File: config.mk
export PLATFORM = sky130hd
export DESIGN_NAME = ysyx_22051013_csr_file_flat
export DESIGN_NICKNAME = d
export VERILOG_FILES = /design/src/rtl/ysyx_22051013_csr_pkg.sv /design/src/rtl/ysyx_22051013_csr_file_if.sv /design/src/rtl/ysyx_22051013_csr_counter.sv /design/src/rtl/ysyx_22051013_csr_file.sv /design/src/flat_wrapper.sv
export SDC_FILE = /design/constraint.sdc
export NUM_CORES = 2
export LEC_CHECK = 0
export BUFFER_PORTS_ARGS = -buffer_cell sky130_fd_sc_hd__buf_2
export CAP_MARGIN = 10
export CORE_MARGIN = 2
export CORE_UTILIZATION = 30
export DETAILED_ROUTE_END_ITERATION = 10
export PLACE_DENSITY_LB_ADDON = 0.2
export SLEW_MARGIN = 5
export SYNTH_ARGS = -nofsm -noshare
export SYNTH_HDL_FRONTEND = slang
export SYNTH_HIERARCHICAL = 1
export SYNTH_SLANG_ARGS = --single-unit
File: constraint.sdc
create_clock -name clk -period 6.9 [get_ports clk]
set_input_delay 0.69 -clock clk [delete_from_list [all_inputs] [get_ports clk]]
set_output_delay 0.69 -clock clk [all_outputs]
set_load 0.1 [all_outputs]
File: src/rtl/ysyx_22051013_csr_pkg.sv
// Shared constants for the machine-mode CSR file: addresses, op encodings, field positions.
// No logic; imported by the interface, the top and the test bench.
package ysyx_22051013_csr_pkg;

    typedef enum logic [1:0] {
        CSR_NONE = 2'b00,
        CSR_RW   = 2'b01,
        CSR_RS   = 2'b10,
        CSR_RC   = 2'b11
    } csr_op_e;

    localparam logic [11:0] ADDR_MSTATUS  = 12'h300;
    localparam logic [11:0] ADDR_MIE      = 12'h304;
    localparam logic [11:0] ADDR_MTVEC    = 12'h305;
    localparam logic [11:0] ADDR_MSCRATCH = 12'h340;
    localparam logic [11:0] ADDR_MEPC     = 12'h341;
    localparam logic [11:0] ADDR_MCAUSE   = 12'h342;
    localparam logic [11:0] ADDR_MIP      = 12'h344;
    localparam logic [11:0] ADDR_MCYCLE   = 12'hB00;
    localparam logic [11:0] ADDR_MINSTRET = 12'hB02;
    localparam logic [11:0] ADDR_MHARTID  = 12'hF14;

    // Interrupt cause codes double as bit positions in mie/mip.
    localparam int IRQ_MSI = 3;
    localparam int IRQ_MTI = 7;
    localparam int IRQ_MEI = 11;

    localparam int MSTATUS_MIE    = 3;
    localparam int MSTATUS_MPIE   = 7;
    localparam int MSTATUS_MPP_LO = 11;
    localparam int MSTATUS_MPP_HI = 12;

endpackage

File: src/rtl/ysyx_22051013_csr_file_if.sv
// CSR access port plus trap/mret requests and the fetch redirect back to the core.
// Master is the execute stage; the CSR file is the slave and never stalls.
interface ysyx_22051013_csr_file_if
    import ysyx_22051013_csr_pkg::*;
#(
    parameter int XLEN = 64
);
    csr_op_e           csr_op;
    logic [11:0]       csr_addr;
    logic [XLEN-1:0]   csr_wdata;
    logic [XLEN-1:0]   csr_rdata;
    logic              csr_illegal;
    logic              trap_req;
    logic [XLEN-1:0]   trap_cause;
    logic [XLEN-1:0]   trap_pc;
    logic              mret;
    logic              redirect_valid;
    logic [XLEN-1:0]   redirect_pc;

    modport master (
        output csr_op, csr_addr, csr_wdata, trap_req, trap_cause, trap_pc, mret,
        input  csr_rdata, csr_illegal, redirect_valid, redirect_pc
    );

    modport slave (
        input  csr_op, csr_addr, csr_wdata, trap_req, trap_cause, trap_pc, mret,
        output csr_rdata, csr_illegal, redirect_valid, redirect_pc
    );
endinterface

File: src/rtl/ysyx_22051013_csr_counter.sv
// Free-running XLEN counter with a synchronous load that takes precedence over increment.
// Load/increment visible one cycle later; no backpressure.
module ysyx_22051013_csr_counter #(
    parameter int XLEN = 64
) (
    input  logic            clk,
    input  logic            rst,
    input  logic            inc,
    input  logic            wr,
    input  logic [XLEN-1:0] wdata,
    output logic [XLEN-1:0] count
);
    logic [XLEN-1:0] count_q;
    logic [XLEN-1:0] count_d;

    always_comb begin
        count_d = count_q;
        if (wr) begin
            count_d = wdata;
        end else if (inc) begin
            count_d = count_q + XLEN'(1);
        end
    end

    always_ff @(posedge clk) begin
        if (rst) begin
            count_q <= '0;
        end else begin
            count_q <= count_d;
        end
    end

    assign count = count_q;
endmodule

File: src/rtl/ysyx_22051013_csr_file.sv
// Machine-mode CSR file with interrupt gating, trap entry/mret and a registered fetch redirect.
// Reads/illegal/irq are combinational; writes land next edge; redirect 1 cycle after trap/mret; never stalls.
module ysyx_22051013_csr_file
    import ysyx_22051013_csr_pkg::*;
#(
    parameter int              XLEN        = 64,
    parameter logic [XLEN-1:0] HARTID      = '0,
    parameter bit              VECTORED_EN = 1'b1
) (
    input  logic                           clk,
    input  logic                           rst,
    ysyx_22051013_csr_file_if.slave        bus,
    input  logic                           retire,
    input  logic                           irq_timer,
    input  logic                           irq_soft,
    input  logic                           irq_ext,
    output logic                           irq_req,
    output logic [XLEN-1:0]                irq_cause
);
    logic            mie_bit_q, mie_bit_d;
    logic            mpie_q, mpie_d;
    logic            msie_q, msie_d;
    logic            mtie_q, mtie_d;
    logic            meie_q, meie_d;
    logic            msip_q, mtip_q, meip_q;
    logic [XLEN-1:0] mtvec_q, mtvec_d;
    logic [XLEN-1:0] mscratch_q, mscratch_d;
    logic [XLEN-1:0] mepc_q, mepc_d;
    logic [XLEN-1:0] mcause_q, mcause_d;
    logic            redirect_valid_q, redirect_valid_d;
    logic [XLEN-1:0] redirect_pc_q, redirect_pc_d;

    logic [XLEN-1:0] mcycle, minstret;
    logic [XLEN-1:0] mtvec_rd, mepc_rd, rd_val, wval;
    logic [XLEN-1:0] trap_base, trap_code, trap_target;
    logic            hit, op_is_set, wdata_nz, hartid_bad, illegal, csr_we;
    logic            mcycle_wr, minstret_wr;
    logic [2:0]      pend;

    // mtvec[1] never reads back; mtvec[0] only survives when vectored mode is supported.
    assign mtvec_rd = mtvec_q & ~XLEN'(VECTORED_EN ? 2 : 3);
    assign mepc_rd  = mepc_q & ~XLEN'(3);

    always_comb begin
        rd_val = '0;
        hit    = 1'b1;
        case (bus.csr_addr)
            ADDR_MSTATUS: begin
                rd_val[MSTATUS_MIE]                   = mie_bit_q;
                rd_val[MSTATUS_MPIE]                  = mpie_q;
                rd_val[MSTATUS_MPP_HI:MSTATUS_MPP_LO] = 2'b11;
            end
            ADDR_MIE: begin
                rd_val[IRQ_MSI] = msie_q;
                rd_val[IRQ_MTI] = mtie_q;
                rd_val[IRQ_MEI] = meie_q;
            end
            ADDR_MIP: begin
                rd_val[IRQ_MSI] = msip_q;
                rd_val[IRQ_MTI] = mtip_q;
                rd_val[IRQ_MEI] = meip_q;
            end
            ADDR_MTVEC:    rd_val = mtvec_rd;
            ADDR_MSCRATCH: rd_val = mscratch_q;
            ADDR_MEPC:     rd_val = mepc_rd;
            ADDR_MCAUSE:   rd_val = mcause_q;
            ADDR_MCYCLE:   rd_val = mcycle;
            ADDR_MINSTRET: rd_val = minstret;
            ADDR_MHARTID:  rd_val = HARTID;
            default:       hit    = 1'b0;
        endcase
    end

    assign op_is_set  = (bus.csr_op == CSR_RS) || (bus.csr_op == CSR_RC);
    assign wdata_nz   = |bus.csr_wdata;
    assign hartid_bad = (bus.csr_addr == ADDR_MHARTID) &&
                        ((bus.csr_op == CSR_RW) || (op_is_set && wdata_nz));
    assign illegal    = ((bus.csr_op != CSR_NONE) && !hit) || hartid_bad;

    // Set/clear with a zero mask is a pure read; trap and mret both pre-empt the CSR op.
    assign csr_we = (bus.csr_op != CSR_NONE) && !illegal && !(op_is_set && !wdata_nz) &&
                    !bus.trap_req && !bus.mret;

    always_comb begin
        case (bus.csr_op)
            CSR_RW:  wval = bus.csr_wdata;
            CSR_RS:  wval = rd_val | bus.csr_wdata;
            CSR_RC:  wval = rd_val & ~bus.csr_wdata;
            default: wval = rd_val;
        endcase
    end

    assign bus.csr_rdata   = illegal ? '0 : rd_val;
    assign bus.csr_illegal = illegal;

    assign pend    = {meie_q & meip_q, msie_q & msip_q, mtie_q & mtip_q};
    assign irq_req = mie_bit_q & (|pend);

    always_comb begin
        irq_cause = '0;
        if (pend[2]) begin
            irq_cause = {1'b1, (XLEN-1)'(IRQ_MEI)};
        end else if (pend[1]) begin
            irq_cause = {1'b1, (XLEN-1)'(IRQ_MSI)};
        end else if (pend[0]) begin
            irq_cause = {1'b1, (XLEN-1)'(IRQ_MTI)};
        end
    end

    assign trap_base   = mtvec_rd & ~XLEN'(3);
    assign trap_code   = {1'b0, bus.trap_cause[XLEN-2:0]};
    assign trap_target = (mtvec_rd[0] && bus.trap_cause[XLEN-1]) ?
                         trap_base + (trap_code << 2) : trap_base;

    always_comb begin
        mie_bit_d        = mie_bit_q;
        mpie_d           = mpie_q;
        msie_d           = msie_q;
        mtie_d           = mtie_q;
        meie_d           = meie_q;
        mtvec_d          = mtvec_q;
        mscratch_d       = mscratch_q;
        mepc_d           = mepc_q;
        mcause_d         = mcause_q;
        redirect_valid_d = bus.trap_req | bus.mret;
        redirect_pc_d    = redirect_pc_q;
        if (bus.trap_req) begin
            mepc_d        = bus.trap_pc & ~XLEN'(3);
            mcause_d      = bus.trap_cause;
            mpie_d        = mie_bit_q;
            mie_bit_d     = 1'b0;
            redirect_pc_d = trap_target;
        end else if (bus.mret) begin
            mie_bit_d     = mpie_q;
            mpie_d        = 1'b1;
            redirect_pc_d = mepc_rd;
        end else if (csr_we) begin
            case (bus.csr_addr)
                ADDR_MSTATUS: begin
                    mie_bit_d = wval[MSTATUS_MIE];
                    mpie_d    = wval[MSTATUS_MPIE];
                end
                ADDR_MIE: begin
                    msie_d = wval[IRQ_MSI];
                    mtie_d = wval[IRQ_MTI];
                    meie_d = wval[IRQ_MEI];
                end
                ADDR_MTVEC:    mtvec_d    = wval;
                ADDR_MSCRATCH: mscratch_d = wval;
                ADDR_MEPC:     mepc_d     = wval & ~XLEN'(3);
                ADDR_MCAUSE:   mcause_d   = wval;
                default:       ;
            endcase
        end
    end

    always_ff @(posedge clk) begin
        if (rst) begin
            mie_bit_q        <= 1'b0;
            mpie_q           <= 1'b0;
            msie_q           <= 1'b0;
            mtie_q           <= 1'b0;
            meie_q           <= 1'b0;
            msip_q           <= 1'b0;
            mtip_q           <= 1'b0;
            meip_q           <= 1'b0;
            mtvec_q          <= '0;
            mscratch_q       <= '0;
            mepc_q           <= '0;
            mcause_q         <= '0;
            redirect_valid_q <= 1'b0;
            redirect_pc_q    <= '0;
        end else begin
            mie_bit_q        <= mie_bit_d;
            mpie_q           <= mpie_d;
            msie_q           <= msie_d;
            mtie_q           <= mtie_d;
            meie_q           <= meie_d;
            msip_q           <= irq_soft;
            mtip_q           <= irq_timer;
            meip_q           <= irq_ext;
            mtvec_q          <= mtvec_d;
            mscratch_q       <= mscratch_d;
            mepc_q           <= mepc_d;
            mcause_q         <= mcause_d;
            redirect_valid_q <= redirect_valid_d;
            redirect_pc_q    <= redirect_pc_d;
        end
    end

    assign bus.redirect_valid = redirect_valid_q;
    assign bus.redirect_pc    = redirect_pc_q;

    assign mcycle_wr   = csr_we && (bus.csr_addr == ADDR_MCYCLE);
    assign minstret_wr = csr_we && (bus.csr_addr == ADDR_MINSTRET);

    ysyx_22051013_csr_counter #(.XLEN(XLEN)) u_mcycle (
        .clk   (clk),
        .rst   (rst),
        .inc   (1'b1),
        .wr    (mcycle_wr),
        .wdata (wval),
        .count (mcycle)
    );

    ysyx_22051013_csr_counter #(.XLEN(XLEN)) u_minstret (
        .clk   (clk),
        .rst   (rst),
        .inc   (retire),
        .wr    (minstret_wr),
        .wdata (wval),
        .count (minstret)
    );
endmodule

File: src/flat_wrapper.sv
// flat-port wrapper written by rule: the top's interface ports become plain ports
module ysyx_22051013_csr_file_flat import ysyx_22051013_csr_pkg::*;
#(
    parameter int              XLEN        = 64,
    parameter logic [XLEN-1:0] HARTID      = '0,
    parameter bit              VECTORED_EN = 1'b1
)
  (clk, rst, retire, irq_timer, irq_soft, irq_ext, irq_req, irq_cause, bus_csr_op, bus_csr_addr, bus_csr_wdata, bus_trap_req, bus_trap_cause, bus_trap_pc, bus_mret, bus_csr_rdata, bus_csr_illegal, bus_redirect_valid, bus_redirect_pc);
  ysyx_22051013_csr_file_if #(.XLEN(XLEN)) bus_i ();
  input  logic clk;
  input  logic rst;
  input  logic retire;
  input  logic irq_timer;
  input  logic irq_soft;
  input  logic irq_ext;
  output logic irq_req;
  output logic [XLEN-1:0] irq_cause;
  input wire logic [$bits(bus_i.csr_op)-1:0] bus_csr_op;
  input wire logic [$bits(bus_i.csr_addr)-1:0] bus_csr_addr;
  input wire logic [$bits(bus_i.csr_wdata)-1:0] bus_csr_wdata;
  input wire logic [$bits(bus_i.trap_req)-1:0] bus_trap_req;
  input wire logic [$bits(bus_i.trap_cause)-1:0] bus_trap_cause;
  input wire logic [$bits(bus_i.trap_pc)-1:0] bus_trap_pc;
  input wire logic [$bits(bus_i.mret)-1:0] bus_mret;
  output wire logic [$bits(bus_i.csr_rdata)-1:0] bus_csr_rdata;
  output wire logic [$bits(bus_i.csr_illegal)-1:0] bus_csr_illegal;
  output wire logic [$bits(bus_i.redirect_valid)-1:0] bus_redirect_valid;
  output wire logic [$bits(bus_i.redirect_pc)-1:0] bus_redirect_pc;
  assign bus_i.csr_op = bus_csr_op;
  assign bus_i.csr_addr = bus_csr_addr;
  assign bus_i.csr_wdata = bus_csr_wdata;
  assign bus_i.trap_req = bus_trap_req;
  assign bus_i.trap_cause = bus_trap_cause;
  assign bus_i.trap_pc = bus_trap_pc;
  assign bus_i.mret = bus_mret;
  assign bus_csr_rdata = bus_i.csr_rdata;
  assign bus_csr_illegal = bus_i.csr_illegal;
  assign bus_redirect_valid = bus_i.redirect_valid;
  assign bus_redirect_pc = bus_i.redirect_pc;
  ysyx_22051013_csr_file #(.XLEN(XLEN), .HARTID(HARTID), .VECTORED_EN(VECTORED_EN)) u_core (.clk(clk), .rst(rst), .bus(bus_i), .retire(retire), .irq_timer(irq_timer), .irq_soft(irq_soft), .irq_ext(irq_ext), .irq_req(irq_req), .irq_cause(irq_cause));
endmodule
# Word level (Yosys, flattened, before mapping)
# Index checks and enable logic that the tools add are counted.
[op_classes]
n_addsub = 3
n_eq_ne = 14
n_mux = 35
bitwise = 10
reduce_logical = 41
[op_table]
columns = ["operator", "count"]
rows = [
  ["$mux W64", 18],
  ["$pmux W51 S6", 1],
  ["$pmux W64 S3", 1],
  ["$add A64 B1 Y64 const B", 2],
  ["$eq A12 B10 Y1 const B", 7],
  ["$add A64 B64 Y64", 1],
  ["$and A64 B64 Y64", 1],
  ["$not A64 Y64", 1],
  ["$or A64 B64 Y64", 1],
  ["$reduce_or A64 Y1", 1],
  ["$pmux W3 S6", 3],
  ["$eq A12 B12 Y1 const B", 3],
  ["$pmux W1 S9", 3],
  ["$reduce_bool A2 Y1", 8],
  ["$reduce_and A4 Y1", 3],
  ["$logic_and A1 B1 Y1", 11],
  ["$reduce_or A10 Y1", 1],
  ["$mux W1", 8],
  ["$pmux W1 S7", 1],
  ["$logic_not A1 Y1", 6],
  ["$reduce_and A3 Y1", 2],
  ["$reduce_bool A3 Y1", 2],
  ["$and A1 B1 Y1", 4],
  ["$eq A2 B2 Y1 const B", 2],
  ["8 further kinds", 12],
]
[word_totals]
reg_bits = 455
input_bits = 214
out_inout_bits = 195
word_cells = 119

# Logic depth before layout (Yosys ltp)
[depth]
ltp_word = 14
ltp_mapped = 14
depth_no_buf = 12

# Modules after synthesis
# The synthesis kept the hierarchy.
[by_module_without_submodules]
columns = ["mod", "n_inst", "cells_each", "area_each_um2", "seq_area_each_um2"]
rows = [
  ["ysyx_22051013_csr_file", 1, 2788, 21545.7, 6486.2],
  ["ysyx_22051013_csr_counter", 2, 480, 3764.9, 1281.2],
]

# Least setup slack after synthesis
# No wires, ideal clock.
[synth_timing]
path_type = "input to output"
from = "input bus_csr_op[1]"
to = "output bus_csr_illegal"
arrival_ns = 3.547
t_required_ns = 6.210
path_slack_ns = 2.663
stages = 4
path_buffers = 2
path_cell_list = "clkbuf_1 clkbuf_1 nor2_1 nor3_1"
[synth_via]
elab_chain_len = 6
word_cells_on_any_way = 10
classes_between = "eq/ne: 3; reduce/logical: 7"
[synth_lines]
columns = ["item", "line", "source"]
rows = [
  ["from (decl)", "flat_wrapper.sv:18", "input wire logic [$bits(bus_i.csr_op)-1:0] bus_csr_op;"],
  ["$eq A2 B2 Y1", "ysyx_22051013_csr_file.sv:74", "assign op_is_set = (bus.csr_op == CSR_RS) || (bus.csr_op == CSR_RC);"],
  ["$logic_or A1 B1 Y1", "ysyx_22051013_csr_file.sv:74", ""],
  ["$logic_and A1 B1 Y1", "ysyx_22051013_csr_file.sv:77", "((bus.csr_op == CSR_RW) || (op_is_set && wdata_nz));"],
  ["$logic_or A1 B1 Y1", "ysyx_22051013_csr_file.sv:77", ""],
  ["$logic_and A1 B1 Y1", "ysyx_22051013_csr_file.sv:76", "assign hartid_bad = (bus.csr_addr == ADDR_MHARTID) &&"],
  ["$logic_or A1 B1 Y1 *", "ysyx_22051013_csr_file.sv:78", "assign illegal = ((bus.csr_op != CSR_NONE) && !hit) || hartid_bad;"],
  ["to (decl)", "flat_wrapper.sv:26", "output wire logic [$bits(bus_i.csr_illegal)-1:0] bus_csr_illegal;"],
]
# Mark *: on every way between the ends. The rest lies on a longest branch, timed or not.

# Worst setup path after layout
[layout_timing]
from = "input bus_csr_addr[5]"
to = "output bus_csr_rdata[29]"
[layout_via]
elab_chain_len = 7
word_cells_on_any_way = 18
classes_between = "eq/ne: 10; mux: 3; reduce/logical: 5"
[layout_lines]
columns = ["item", "line", "source"]
rows = [
  ["from (decl)", "flat_wrapper.sv:19", "input wire logic [$bits(bus_i.csr_addr)-1:0] bus_csr_addr;"],
  ["$eq A12 B10 Y1 (tied with other cells)", "ysyx_22051013_csr_file.sv:47", "case (bus.csr_addr)"],
  ["$reduce_or A10 Y1 (no source line)", "n/a", ""],
  ["$mux W1", "ysyx_22051013_csr_file.sv:47", ""],
  ["$logic_not A1 Y1", "ysyx_22051013_csr_file.sv:78", ""],
  ["$logic_and A1 B1 Y1", "ysyx_22051013_csr_file.sv:78", ""],
  ["$logic_or A1 B1 Y1", "ysyx_22051013_csr_file.sv:78", ""],
  ["$mux W64 *", "ysyx_22051013_csr_file.sv:93", "assign bus.csr_rdata = illegal ? '0 : rd_val;"],
  ["to (decl)", "flat_wrapper.sv:25", "output wire logic [$bits(bus_i.csr_rdata)-1:0] bus_csr_rdata;"],
]
# Marked as above.

==> tab_implementation.tex <==
\begin{tabular}{lr}
\hline
Metric & Value \\
\hline
\multicolumn{2}{l}{\textbf{Outcome}} \\
\quad Result of the run & finished, violations left \\
\quad Violations in the final reports & DRC \\
\multicolumn{2}{l}{\textbf{Global route}} \\
\quad Met3 Use GR & 0.0485 \\
\quad First-pass GRT wire length & approximately 200 mm \\
\quad Vias in the first global route & $\sim$28000 \\
\quad Routing layer with the top usage in global route & met2 \\
\quad Met1 capacity usage during global routing & 0.351 \\
\quad Maximum number of pins on one net before global-route repair & $\sim$130 \\
\quad Met2 Use GR & 0.448 \\
\quad Gr ovfl total & 0 \\
\quad Total Routing Usage GR & 0.278 \\
\quad Number of antenna violations at the first check in global routing & 13 \\
\multicolumn{2}{l}{\textbf{Placed design}} \\
\quad Place WS & 1.81 ns \\
\quad Placed Cells & 5118 \\
\quad RD Place Congestion & 0.951 \\
\quad Half-perimeter wire length after placement & approximately 110 mm \\
\quad PortBufs & 345 \\
\quad Dpl cell area & between 30000 and 40000 um2 \\
\multicolumn{2}{l}{\textbf{Floorplan}} \\
\quad Die Footprint & 99400 um2 \\
\quad Die outline width & 315 um \\
\quad Site Rows & 114 \\
\quad Initial Utilization & 0.302 \\
\quad Die height & 315 um \\
\quad Boundary pin count & 409 \\
\quad Core Area & 96400 um2 \\
\multicolumn{2}{l}{\textbf{Timing}} \\
\quad Worst Hold Margin & 0.265 ns \\
\quad Final total negative setup slack & 0 ns \\
\quad Setup repair after global routing missed its margin & false \\
\quad Worst Max-Slew Pin Slew & approximately 1.3 ns \\
\quad Post-layout minimum cycle time & around 4.7 ns \\
\quad Maximum achievable frequency & 211 MHz \\
\quad Hold violation count in the final report & 0 \\
\quad Fin worst setup slack & 2.16 ns \\
\quad Worst clock skew & 0.0224 ns \\
\quad Final clock period utilization by the worst path & 0.687 \\
\quad Final Setup Violations & 0 \\
\quad Relative slew slack & 0.167 \\
\quad Pins Over Slew Limit & 0 \\
\multicolumn{2}{l}{\textbf{Final layout}} \\
\quad Final std cells w/o fill & 5218 \\
\quad Area used by multi-input combinational logic & 18000 um2 \\
\quad Most common cell after layout, fill and taps aside & sky130\_fd\_sc\_hd\_\_dfxtp\_1 \\
\quad Commonest cells after routing, fill and taps aside & 452 x sky130\_fd\_sc\_hd\_\_dfxtp\_1, 401 x sky130\_fd\_sc\_hd\_\_nand2\_1, 392 x sky130\_fd\_sc\_hd\_\_nor2\_1 \\
\quad Flip-flop and latch area & between 9000 and 10000 um2 \\
\quad Area Overhead vs Synth & 15.0\% \\
\quad Nets@finish & 4176 \\
\quad Fill cell total of the finished layout & 10500 \\
\quad Layout Cell Area excl Fill & 33400 um2 \\
\quad Post-layout util & 0.347 \\
\quad Share of cells above drive strength 1 & 0.147 \\
\multicolumn{2}{l}{\textbf{Clock tree}} \\
\quad Clock sink count & between 400 and 500 \\
\quad Cts-stage hold buffer count & 0 \\
\quad Number of clock buffers inserted by TritonCTS & 54 \\
\quad H-tree levels & 2 \\
\quad Setup Buffers After CTS & 0 \\
\quad Number of buffers on the longest clock path & 3 \\
\quad Clock latency at the later pin of the worst-skew pair & 0.64 ns \\
\quad Clock tree from TritonCTS & done \\
\quad Clock-pin slew reported for the worst setup and hold paths after clock tree synthesis & 0.06 ns \\
\quad Clock Tree Root & sky130\_fd\_sc\_hd\_\_clkbuf\_16 \\
\quad Gates resized, CTS repair & 0 \\
\multicolumn{2}{l}{\textbf{Logic synthesis}} \\
\quad Compound-Gate Fraction of Synth Area & 0.287 \\
\quad Post-synthesis sequential area ratio & 0.311 \\
\quad Multiplexer share of the synthesized area & 0.0184 \\
\quad Number of distinct standard cells referenced by the synthesized netlist & 88 \\
\quad Cells taking the most area after synthesis & sky130\_fd\_sc\_hd\_\_dfxtp\_1 31\%, sky130\_fd\_sc\_hd\_\_a211oi\_1 6.4\%, sky130\_fd\_sc\_hd\_\_nand2\_1 5.2\% \\
\quad Post-Synthesis Cell Area & approximately 29000 um2 \\
\quad Synthesized netlist cell count & between 3000 and 4000 \\
\quad Dominant combinational cell family by area after synthesis & compound AO/OA/AOI/OAI gates \\
\quad Post-synth top area share & 0.311 \\
\quad Area fraction in and, or, nand and nor cells after synthesis & 0.220 \\
\quad Share of async-settable or async-resettable flops after synthesis & 0 \\
\quad Prevailing post-synth register cell & sky130\_fd\_sc\_hd\_\_dfxtp\_1 \\
\quad Xor and xnor area share after synthesis & 0.0548 \\
\quad Mean instance size in the synthesized netlist & 7.76 um2 \\
\quad Number of enable flip-flop cells after synthesis & 0 \\
\quad Number of warning messages in the yosys log & 6 \\
\quad Synthesized flop and latch total & 452 \\
\quad Area share of fa/ha/maj cells after synthesis & 0.0278 \\
\quad Library cell occupying the most area in the post-synthesis netlist & sky130\_fd\_sc\_hd\_\_dfxtp\_1 \\
\multicolumn{2}{l}{\textbf{Power}} \\
\quad Clk pwr share & 0.456 \\
\quad Power density over the cells & 207 nW/um2 \\
\quad Switching power & $\sim$2.1 mW \\
\quad Power share of the sequential group & 0.397 \\
\quad Standby leakage power & 13.0 nW \\
\quad Part of the power in combinational logic & 0.147 \\
\quad Post-layout total power & 6.94 mW \\
\quad Switching fraction of total power & 0.306 \\
\quad Worst ir drop on vdd & 235 uV \\
\quad Cell internal pwr & between 4 and 5 mW \\
\multicolumn{2}{l}{\textbf{Critical path}} \\
\quad Worst reg2reg endpoint & u\_core/bus.redirect\_pc[58]\$\_SDFFE\_PP0N\_ \\
\quad Crit path required time & 6.21 ns \\
\quad Category of the most critical setup path & in -> out \\
\quad Largest driver fanout on the critical path & 36 \\
\quad Endpoint type of the worst setup path & primary output \\
\quad Start of the worst register-to-register path & u\_core/mtvec\_q[2]\$\_SDFFE\_PP0P\_ \\
\quad Category of the worst setup path launch point & input port \\
\quad Depth of the most critical reg-to-reg path & 12 \\
\quad Data arrival time of the worst path & 4.05 ns \\
\quad Reg2Reg Setup Slack & around 2.6 ns \\
\multicolumn{2}{l}{\textbf{Route}} \\
\quad Length of the first detailed-routing pass in iterations & 11 \\
\quad DRC errors left & 3 \\
\quad Violation count after the first detailed-routing iteration & 3591 \\
\quad Vias & 30800 \\
\quad Total wire length after detailed routing & 144 mm \\
\quad Detail Route Antenna Nets & 0 \\
\quad Routed vias/inst & between 5 and 6 \\
\quad Routed WL per cell & 27.7 um \\
\multicolumn{2}{l}{\textbf{Min path}} \\
\quad Worst hold path cell count & 2 \\
\quad Class of the worst hold path & in -> reg \\
\quad Hold Startpoint & irq\_soft \\
\quad WHS Endpoint & u\_core/msip\_q\$\_SDFF\_PP0\_ \\
\multicolumn{2}{l}{\textbf{Job}} \\
\quad Max Cap Viol & 0 \\
\hline
\end{tabular}
==> power by group through the flow <==
stage	logic [mW]	registers, mW	clock network (mW)
floorplan	0.590	2.89	0
global placement	1.00	2.81	0
detailed placement	1.00	2.81	0
CTS	1.00	2.75	3.20
global route	1.07	2.76	3.30
finish	1.02	2.75	3.17
==> worst max-delay path, cell delays in order <==
cell,delay (ns)
sky130_fd_sc_hd__buf_2,0.10
sky130_fd_sc_hd__nand4bb_4,0.23
sky130_fd_sc_hd__nor3_1,0.30
sky130_fd_sc_hd__and3_2,0.95
sky130_fd_sc_hd__buf_4,0.64
sky130_fd_sc_hd__a222oi_1,0.14
sky130_fd_sc_hd__and2_1,0.24
sky130_fd_sc_hd__inv_1,0.22
sky130_fd_sc_hd__buf_2,0.48
==> cell usage after synthesis, types with 63 or more instances <==
master and number:
sky130_fd_sc_hd__clkbuf_1 263, sky130_fd_sc_hd__and2_1 63, sky130_fd_sc_hd__a21oi_1 189, sky130_fd_sc_hd__a311oi_1 66, sky130_fd_sc_hd__nor2_1 396, sky130_fd_sc_hd__ha_1 63
sky130_fd_sc_hd__a211oi_1 246, sky130_fd_sc_hd__dfxtp_1 452, sky130_fd_sc_hd__a222oi_1 108, sky130_fd_sc_hd__nand4_1 68, sky130_fd_sc_hd__a22oi_1 76, sky130_fd_sc_hd__buf_4 63
sky130_fd_sc_hd__inv_1 166, sky130_fd_sc_hd__xnor2_1 134, sky130_fd_sc_hd__o21ai_0 106, sky130_fd_sc_hd__nand3_1 67, sky130_fd_sc_hd__nand2_1 402
==> flip-flops by register name (all words and copies together) (netlist names), 62 cells and up <==
signal and flops:
u_core/bus.redirect_pc 62, u_core/u_mcycle/count 64, u_core/mepc_q 62, u_core/u_minstret/count 64, u_core/mscratch_q 64, u_core/mtvec_q 63, u_core/mcause_q 64
==> cell families after synthesis <==
logic type,after synthesis
other,2
buffers and inverters,543
xor gates and xnor gates,182
muxes,53
adders and majority gates,64
and+or+nand+nor,1327
DFF,452
AOI/OAI and AO/OA,1125
==> layout make-up <==
class / instances / area share
Multi-Input combinational cell: 2813 / 0.537
Clock buffer: 70 / 0.0468
Clock inverter: 27 / 0.0105
Antenna cell: 3 / 0.000224
Timing Repair Buffer: 407 / 0.0680
Sequential cell: 452 / 0.271
Inverter: 170 / 0.0193
Tap cell: 1276 / 0.0477
==> metal layers <==
metal / up-vias / part of all wire
met3: 259 / 0.084
li1: 14100 / -
met5: - / 0.00046
met2: 1451 / 0.45
met1: 15000 / 0.40
met4: 10 / 0.066
==> how the worst max path moves through the flow <==
| stage | startpoint | cells past startpoint | end |
|---|---|---|---|
| floorplan | bus_csr_op[1] | 4 | bus_csr_illegal |
| global placement | bus_csr_wdata[17] | 12 | u_core/u_mcycle/count[60]$_SDFFE_PP0P_ |
| detailed placement | bus_csr_wdata[17] | 12 | u_core/u_mcycle/count[62]$_SDFFE_PP0P_ |
| CTS | bus_csr_addr[5] | 9 | bus_csr_rdata[29] |
| global route | bus_csr_wdata[12] | 12 | u_core/u_mcycle/count[48]$_SDFFE_PP0P_ |
| finish | bus_csr_addr[5] | 9 | bus_csr_rdata[29] |
Power figures use the tool's default switching activity.
